### config.mk
export PLATFORM = sky130hd
export DESIGN_NAME = vga_timing_gen_flat
export DESIGN_NICKNAME = d
export VERILOG_FILES = /design/src/rtl/vga_timing_gen_if.sv /design/src/rtl/vga_timing_gen.sv /design/src/flat_wrapper.sv
export SDC_FILE = /design/constraint.sdc
export NUM_CORES = 1
export LEC_CHECK = 0
export ABC_AREA = 1
export CELL_PAD_IN_SITES_DETAIL_PLACEMENT = 0
export CELL_PAD_IN_SITES_GLOBAL_PLACEMENT = 1
export CORE_ASPECT_RATIO = 0.7
export CORE_UTILIZATION = 40
export CTS_CLUSTER_DIAMETER = 30
export DETAILED_ROUTE_END_ITERATION = 7
export DONT_BUFFER_PORTS = 1
export PLACE_DENSITY = 0.72
export SETUP_SLACK_MARGIN = 0.5
export SYNTH_ARGS = -nofsm -noshare
export SYNTH_HDL_FRONTEND = slang
export SYNTH_SLANG_ARGS = --single-unit
### constraint.sdc
create_clock -name vclock -period 3.6 [get_ports vclock]
set_clock_uncertainty 0.15 [all_clocks]
set_input_delay 1.08 -clock vclock [delete_from_list [all_inputs] [get_ports vclock]]
set_output_delay 1.08 -clock vclock [all_outputs]
set_load 0.02 [all_outputs]
### src/rtl/vga_timing_gen_if.sv
// vga_timing_gen_if: pixel enable in, counters/sync/blank/strobes/frame_count out (master = generator)
interface vga_timing_gen_if #(
  parameter int CW  = 10,
  parameter int FCW = 8
);
  logic           ce;
  logic [CW-1:0]  hcount;
  logic [CW-1:0]  vcount;
  logic           hsync;
  logic           vsync;
  logic           blank;
  logic           line_start;
  logic           frame_start;
  logic [FCW-1:0] frame_count;
  modport master (
    input  ce,
    output hcount, vcount, hsync, vsync, blank, line_start, frame_start, frame_count
  );
  modport slave (
    output ce,
    input  hcount, vcount, hsync, vsync, blank, line_start, frame_start, frame_count
  );
endinterface

### src/rtl/vga_timing_gen.sv
// vga_timing_gen: parametrised video timing (vclock, reset, bus: ce in; hcount/vcount/hsync/vsync/blank/line_start/frame_start/frame_count out)
module vga_timing_gen #(
  parameter int CW       = 10,
  parameter int H_ACTIVE = 640,
  parameter int H_FP     = 16,
  parameter int H_SYNC   = 96,
  parameter int H_BP     = 48,
  parameter int V_ACTIVE = 480,
  parameter int V_FP     = 11,
  parameter int V_SYNC   = 2,
  parameter int V_BP     = 31,
  parameter int HS_POL   = 0,
  parameter int VS_POL   = 0,
  parameter int FCW      = 8,
  parameter int DELAY    = 0
) (
  input  logic vclock,
  input  logic reset,
  vga_timing_gen_if.master bus
);
  localparam int H_TOTAL = H_ACTIVE + H_FP + H_SYNC + H_BP;
  localparam int V_TOTAL = V_ACTIVE + V_FP + V_SYNC + V_BP;
  localparam logic [CW-1:0] H_LAST = CW'(H_TOTAL - 1);
  localparam logic [CW-1:0] V_LAST = CW'(V_TOTAL - 1);
  localparam logic [CW-1:0] H_A    = CW'(H_ACTIVE);
  localparam logic [CW-1:0] H_S0   = CW'(H_ACTIVE + H_FP);
  localparam logic [CW-1:0] H_S1   = CW'(H_ACTIVE + H_FP + H_SYNC);
  localparam logic [CW-1:0] V_A    = CW'(V_ACTIVE);
  localparam logic [CW-1:0] V_S0   = CW'(V_ACTIVE + V_FP);
  localparam logic [CW-1:0] V_S1   = CW'(V_ACTIVE + V_FP + V_SYNC);
  localparam logic HS_ON = 1'(HS_POL);
  localparam logic VS_ON = 1'(VS_POL);
  localparam logic [4:0] SAFE = {1'b1, ~HS_ON, ~VS_ON, 2'b00};
  logic [CW-1:0]  h, v, hn, vn;
  logic [FCW-1:0] fc;
  logic           h_wrap, v_wrap;
  logic [4:0]     f, f_q, f_out;
  always_comb begin
    h_wrap = h == H_LAST;
    v_wrap = v == V_LAST;
    hn = h_wrap ? '0 : h + CW'(1);
    vn = h_wrap ? (v_wrap ? '0 : v + CW'(1)) : v;
    f = {(hn >= H_A) | (vn >= V_A),
         (hn >= H_S0 && hn < H_S1) ? HS_ON : ~HS_ON,
         (vn >= V_S0 && vn < V_S1) ? VS_ON : ~VS_ON,
         h_wrap,
         h_wrap & v_wrap};
  end
  always_ff @(posedge vclock) begin
    if (reset) begin
      h   <= '0;
      v   <= '0;
      fc  <= '0;
      f_q <= SAFE;
    end else begin
      f_q[1:0] <= 2'b00;
      if (bus.ce) begin
        h   <= hn;
        v   <= vn;
        fc  <= fc + FCW'(h_wrap & v_wrap);
        f_q <= f;
      end
    end
  end
  if (DELAY == 0) begin : g_nodly
    assign f_out = f_q;
  end else begin : g_dly
    logic [4:0] sr [DELAY];
    always_ff @(posedge vclock) begin
      if (reset) begin
        for (int i = 0; i < DELAY; i++) sr[i] <= SAFE;
      end else begin
        sr[0] <= f_q;
        for (int i = 1; i < DELAY; i++) sr[i] <= sr[i-1];
      end
    end
    assign f_out = sr[DELAY-1];
  end
  assign bus.hcount      = h;
  assign bus.vcount      = v;
  assign bus.frame_count = fc;
  assign {bus.blank, bus.hsync, bus.vsync, bus.line_start, bus.frame_start} = f_out;
endmodule

### src/flat_wrapper.sv
// flat-port wrapper written by rule: the top's interface ports become plain ports
module vga_timing_gen_flat 
#(
  parameter int CW       = 10,
  parameter int H_ACTIVE = 640,
  parameter int H_FP     = 16,
  parameter int H_SYNC   = 96,
  parameter int H_BP     = 48,
  parameter int V_ACTIVE = 480,
  parameter int V_FP     = 11,
  parameter int V_SYNC   = 2,
  parameter int V_BP     = 31,
  parameter int HS_POL   = 0,
  parameter int VS_POL   = 0,
  parameter int FCW      = 8,
  parameter int DELAY    = 0
)
  (vclock, reset, bus_ce, bus_hcount, bus_vcount, bus_hsync, bus_vsync, bus_blank, bus_line_start, bus_frame_start, bus_frame_count);
  vga_timing_gen_if #(.CW(CW), .FCW(FCW)) bus_i ();
  input  logic vclock;
  input  logic reset;
  input wire logic [$bits(bus_i.ce)-1:0] bus_ce;
  output wire logic [$bits(bus_i.hcount)-1:0] bus_hcount;
  output wire logic [$bits(bus_i.vcount)-1:0] bus_vcount;
  output wire logic [$bits(bus_i.hsync)-1:0] bus_hsync;
  output wire logic [$bits(bus_i.vsync)-1:0] bus_vsync;
  output wire logic [$bits(bus_i.blank)-1:0] bus_blank;
  output wire logic [$bits(bus_i.line_start)-1:0] bus_line_start;
  output wire logic [$bits(bus_i.frame_start)-1:0] bus_frame_start;
  output wire logic [$bits(bus_i.frame_count)-1:0] bus_frame_count;
  assign bus_i.ce = bus_ce;
  assign bus_hcount = bus_i.hcount;
  assign bus_vcount = bus_i.vcount;
  assign bus_hsync = bus_i.hsync;
  assign bus_vsync = bus_i.vsync;
  assign bus_blank = bus_i.blank;
  assign bus_line_start = bus_i.line_start;
  assign bus_frame_start = bus_i.frame_start;
  assign bus_frame_count = bus_i.frame_count;
  vga_timing_gen #(.CW(CW), .H_ACTIVE(H_ACTIVE), .H_FP(H_FP), .H_SYNC(H_SYNC), .H_BP(H_BP), .V_ACTIVE(V_ACTIVE), .V_FP(V_FP), .V_SYNC(V_SYNC), .V_BP(V_BP), .HS_POL(HS_POL), .VS_POL(VS_POL), .FCW(FCW), .DELAY(DELAY)) u_core (.vclock(vclock), .reset(reset), .bus(bus_i));
endmodule
==> qor.yml <==
drc: 2
routed.top_layer: "met4"
via_per_inst: 5.13
status: "finished, violations left"
clkTransAtPathRegs_ns: 0.07
worstSkewPairLatency_ns: 0.28
netlist-cell-type-count: 26
firstDrtPassIters: 6
dpl_cell_area_um2: 1910
worstSetupEndpointType: "flop"
grt_pass1_wl_mm: 7.88
ys_top_cells_by_area: "dfxtp_1, nand2_1, inv_1, a21oi_1, o21ai_0"
finalSetupViolCount: 0
cts_tree: "yes"
ant_nets: 0
grt_usage_pct: 20.2
clock-sinks: 33
final_util_pct: 45.5
synth_nets: 296
cpLargestDelayFamily: "simple AND/OR/NAND/NOR gates"
wl_per_cell_um: 13.2
port_buffers: 0
failed_checks: "DRC"
finalMaxSlewViolations: 0
fillCellCount: 481
die_area_um2: 5050
rsz0062_at_grt: "no"
fp.dieW_um: 84.5
wl_met3_um: 303
met1_length_mm: 2.41
yosys_warnings: 0
max_slew.worst_pin.slew_ns: 0.655
hold_viol_final: 0
place_congestion: 0.786
ioPinCount: 36
post-route-cell-area_um2: 2030
htree_num_levels: 2
synth.yosys.seq_area_share_pct: 34.6
dp_hpwl_mm: 3.18
p_leak_nw: 0.937
cts_root_buf: "clkbuf_8"
final_common_cell: "nand2_1"
timing.final.crit_share_pct: 74.7
timing.max_cap.violations: 0
start_util_pct: 42.8
met2_wirelength_mm: 1.76
fp.dieH_um: 59.8
period_needed_ns: 2.69
core_area_um2: 4450
critical-path-max-stage-delay_ns: 0.54
vias: 1756
dp.cells: 331
syn_area_um2: 1910
drive_gt1_share_pct: 9.41
fin_cells: 342
crit_arrival_ns: 2.71
yosysTopAreaCellShare_pct: 34.6
ir_worst_vdd_v: 0.000206
grt_pass1_vias: 1591
synth_edf_count: 0
grt_max_degree: 35
worstPathRequired_ns: 3.62
crit_path_top_delay_cell: "dfxtp_1"
tns_ns: 0
syn_inst: 288
worst_setup_path_start_kind: "flop"
synth.avg_cell_area_um2: 6.62
clockBufferDepth: 2
final_cell_mix: "nand2_1, inv_1, dfxtp_1"
syn2layout_area_growth_pct: 6.30
antenna_cells: 0
path_cells: "ha_1 > nand4_2 > nor2_4 > nand3_1 > inv_1 > ha_1 > ha_1 > nand3_1 > nor2_1 > nand2_1 > nor3b_1 > nor3_1"
crit_top_cell: "ha_1"
antenna_found_initial: 0
critical_path_buf_inv_count: 1
drt_iter0_markers: 102
path_class: "reg2reg"
synth_flop_cell: "dfxtp_1"
maxSlewHeadroom_pct: 56.3
grt-ovfl-total: 0
fmax_mhz: 372
powerDensity_nw_per_um2: 389
ys_ff_latch: 33
hp-class: "reg2reg"
yosysTopAreaCell: "dfxtp_1"
async_reset_ff_share_pct: 0
row_count: 20
path_max_fanout: 7
cts_buffers: 5
wirelength_mm: 4.51
num-nets-final: 295
logic make-up after synthesis:
kind of cell               Yosys count  share of synthesized area (%)
AOI/OAI and AO/OA                   59                           16.2
xor gates and xnor gates             2                          0.919
adders and majority gates            5                           3.28
buffers and inverters               55                           12.1
DFF                                 33                           34.6
and+or+nand+nor                    134                           32.9
metal layers:
metal / track usage [%] / vias to the layer above
met2: 28.0 / 50
met1: 29.4 / 757
li1: - / 944
met4: 7.26 / 0
met5: 0 / -
met3: 5.94 / 5
metrics by stage:
stage,total power (W),setup WS (ns),hold WS (ns)
after floorplan,0.000499,1.18,0.388
after global placement,0.000510,0.807,0.409
after detailed placement,0.000510,0.742,0.410
after CTS,0.000801,0.715,0.419
after global routing,0.000834,0.615,0.451
final,0.000789,0.911,0.415
cell type report:
type                    count  area, um2  area share, %
clock inverters             1       7.51          0.370
flip-flops and latches     33        661           32.6
inverters                  43        161           7.96
multi-input cells         200       1020           50.1
well taps                  55       68.8           3.40
repair buffers              4       30.0           1.48
clock buffers               6       82.6           4.07
path summary, 6_finish.rpt:
path / from / endpoint / slack, ns / cells past startpoint
worst max-delay path: u_core.bus.hcount[0]$_SDFFE_PP0P_ / u_core.bus.frame_count[6]$_SDFFE_PP0P_ / 0.91 / 12
worst min-delay path: u_core.bus.frame_count[7]$_SDFFE_PP0P_ / u_core.bus.frame_count[7]$_SDFFE_PP0P_ / 0.41 / 2
worst min register to register: u_core.bus.frame_count[7]$_SDFFE_PP0P_ / u_core.bus.frame_count[7]$_SDFFE_PP0P_ / 0.41 / 2
worst max register to register: u_core.bus.hcount[0]$_SDFFE_PP0P_ / u_core.bus.frame_count[6]$_SDFFE_PP0P_ / 0.91 / 12
flip-flops by register name, summed over array words and instances, names as in the netlist:
register and flops:
u_core.f_out 5, u_core.bus.hcount 10, u_core.bus.vcount 10, u_core.bus.frame_count 8
report_power, final:
group	leakage, nW	internal [W]	total (W)	switching [W]
sequential	0.271	0.000383	0.000434	0.0000510
combinational	0.622	0.0000266	0.0000678	0.0000413
clock	0.0433	0.000151	0.000288	0.000137
total	0.937	0.000560	0.000789	0.000229
Yosys cell counts (2+ instances only):
master	n
dfxtp_1	33
ha_1	5
o211ai_1	2
inv_1	42
nor2_2	3
nor2_4	2
a21oi_1	27
nand3_2	2
nand4_1	10
a211oi_1	2
o21ai_1	3
buf_6	3
nor3_1	7
nor2_1	23
nand2_1	57
nand3_1	22
nand2_2	6
clkbuf_1	8
o21ai_0	24
worst min-delay path, stage by stage, from the launching register on:
cell,delay (ns)
dfxtp_1,0.37
inv_1,0.09
a21oi_1,0.05
repair_timing:
| item | in CTS | in global routing |
|---|---|---|
| hold buffers | 0 | 0 |
| endpoints found under the hold margin | 0 | 0 |
| endpoints found under the setup margin | 0 | 2 |
| gates resized for setup | 0 | 0 |
| setup buffers | 0 | 4 |
Power figures use the tool's default switching activity.
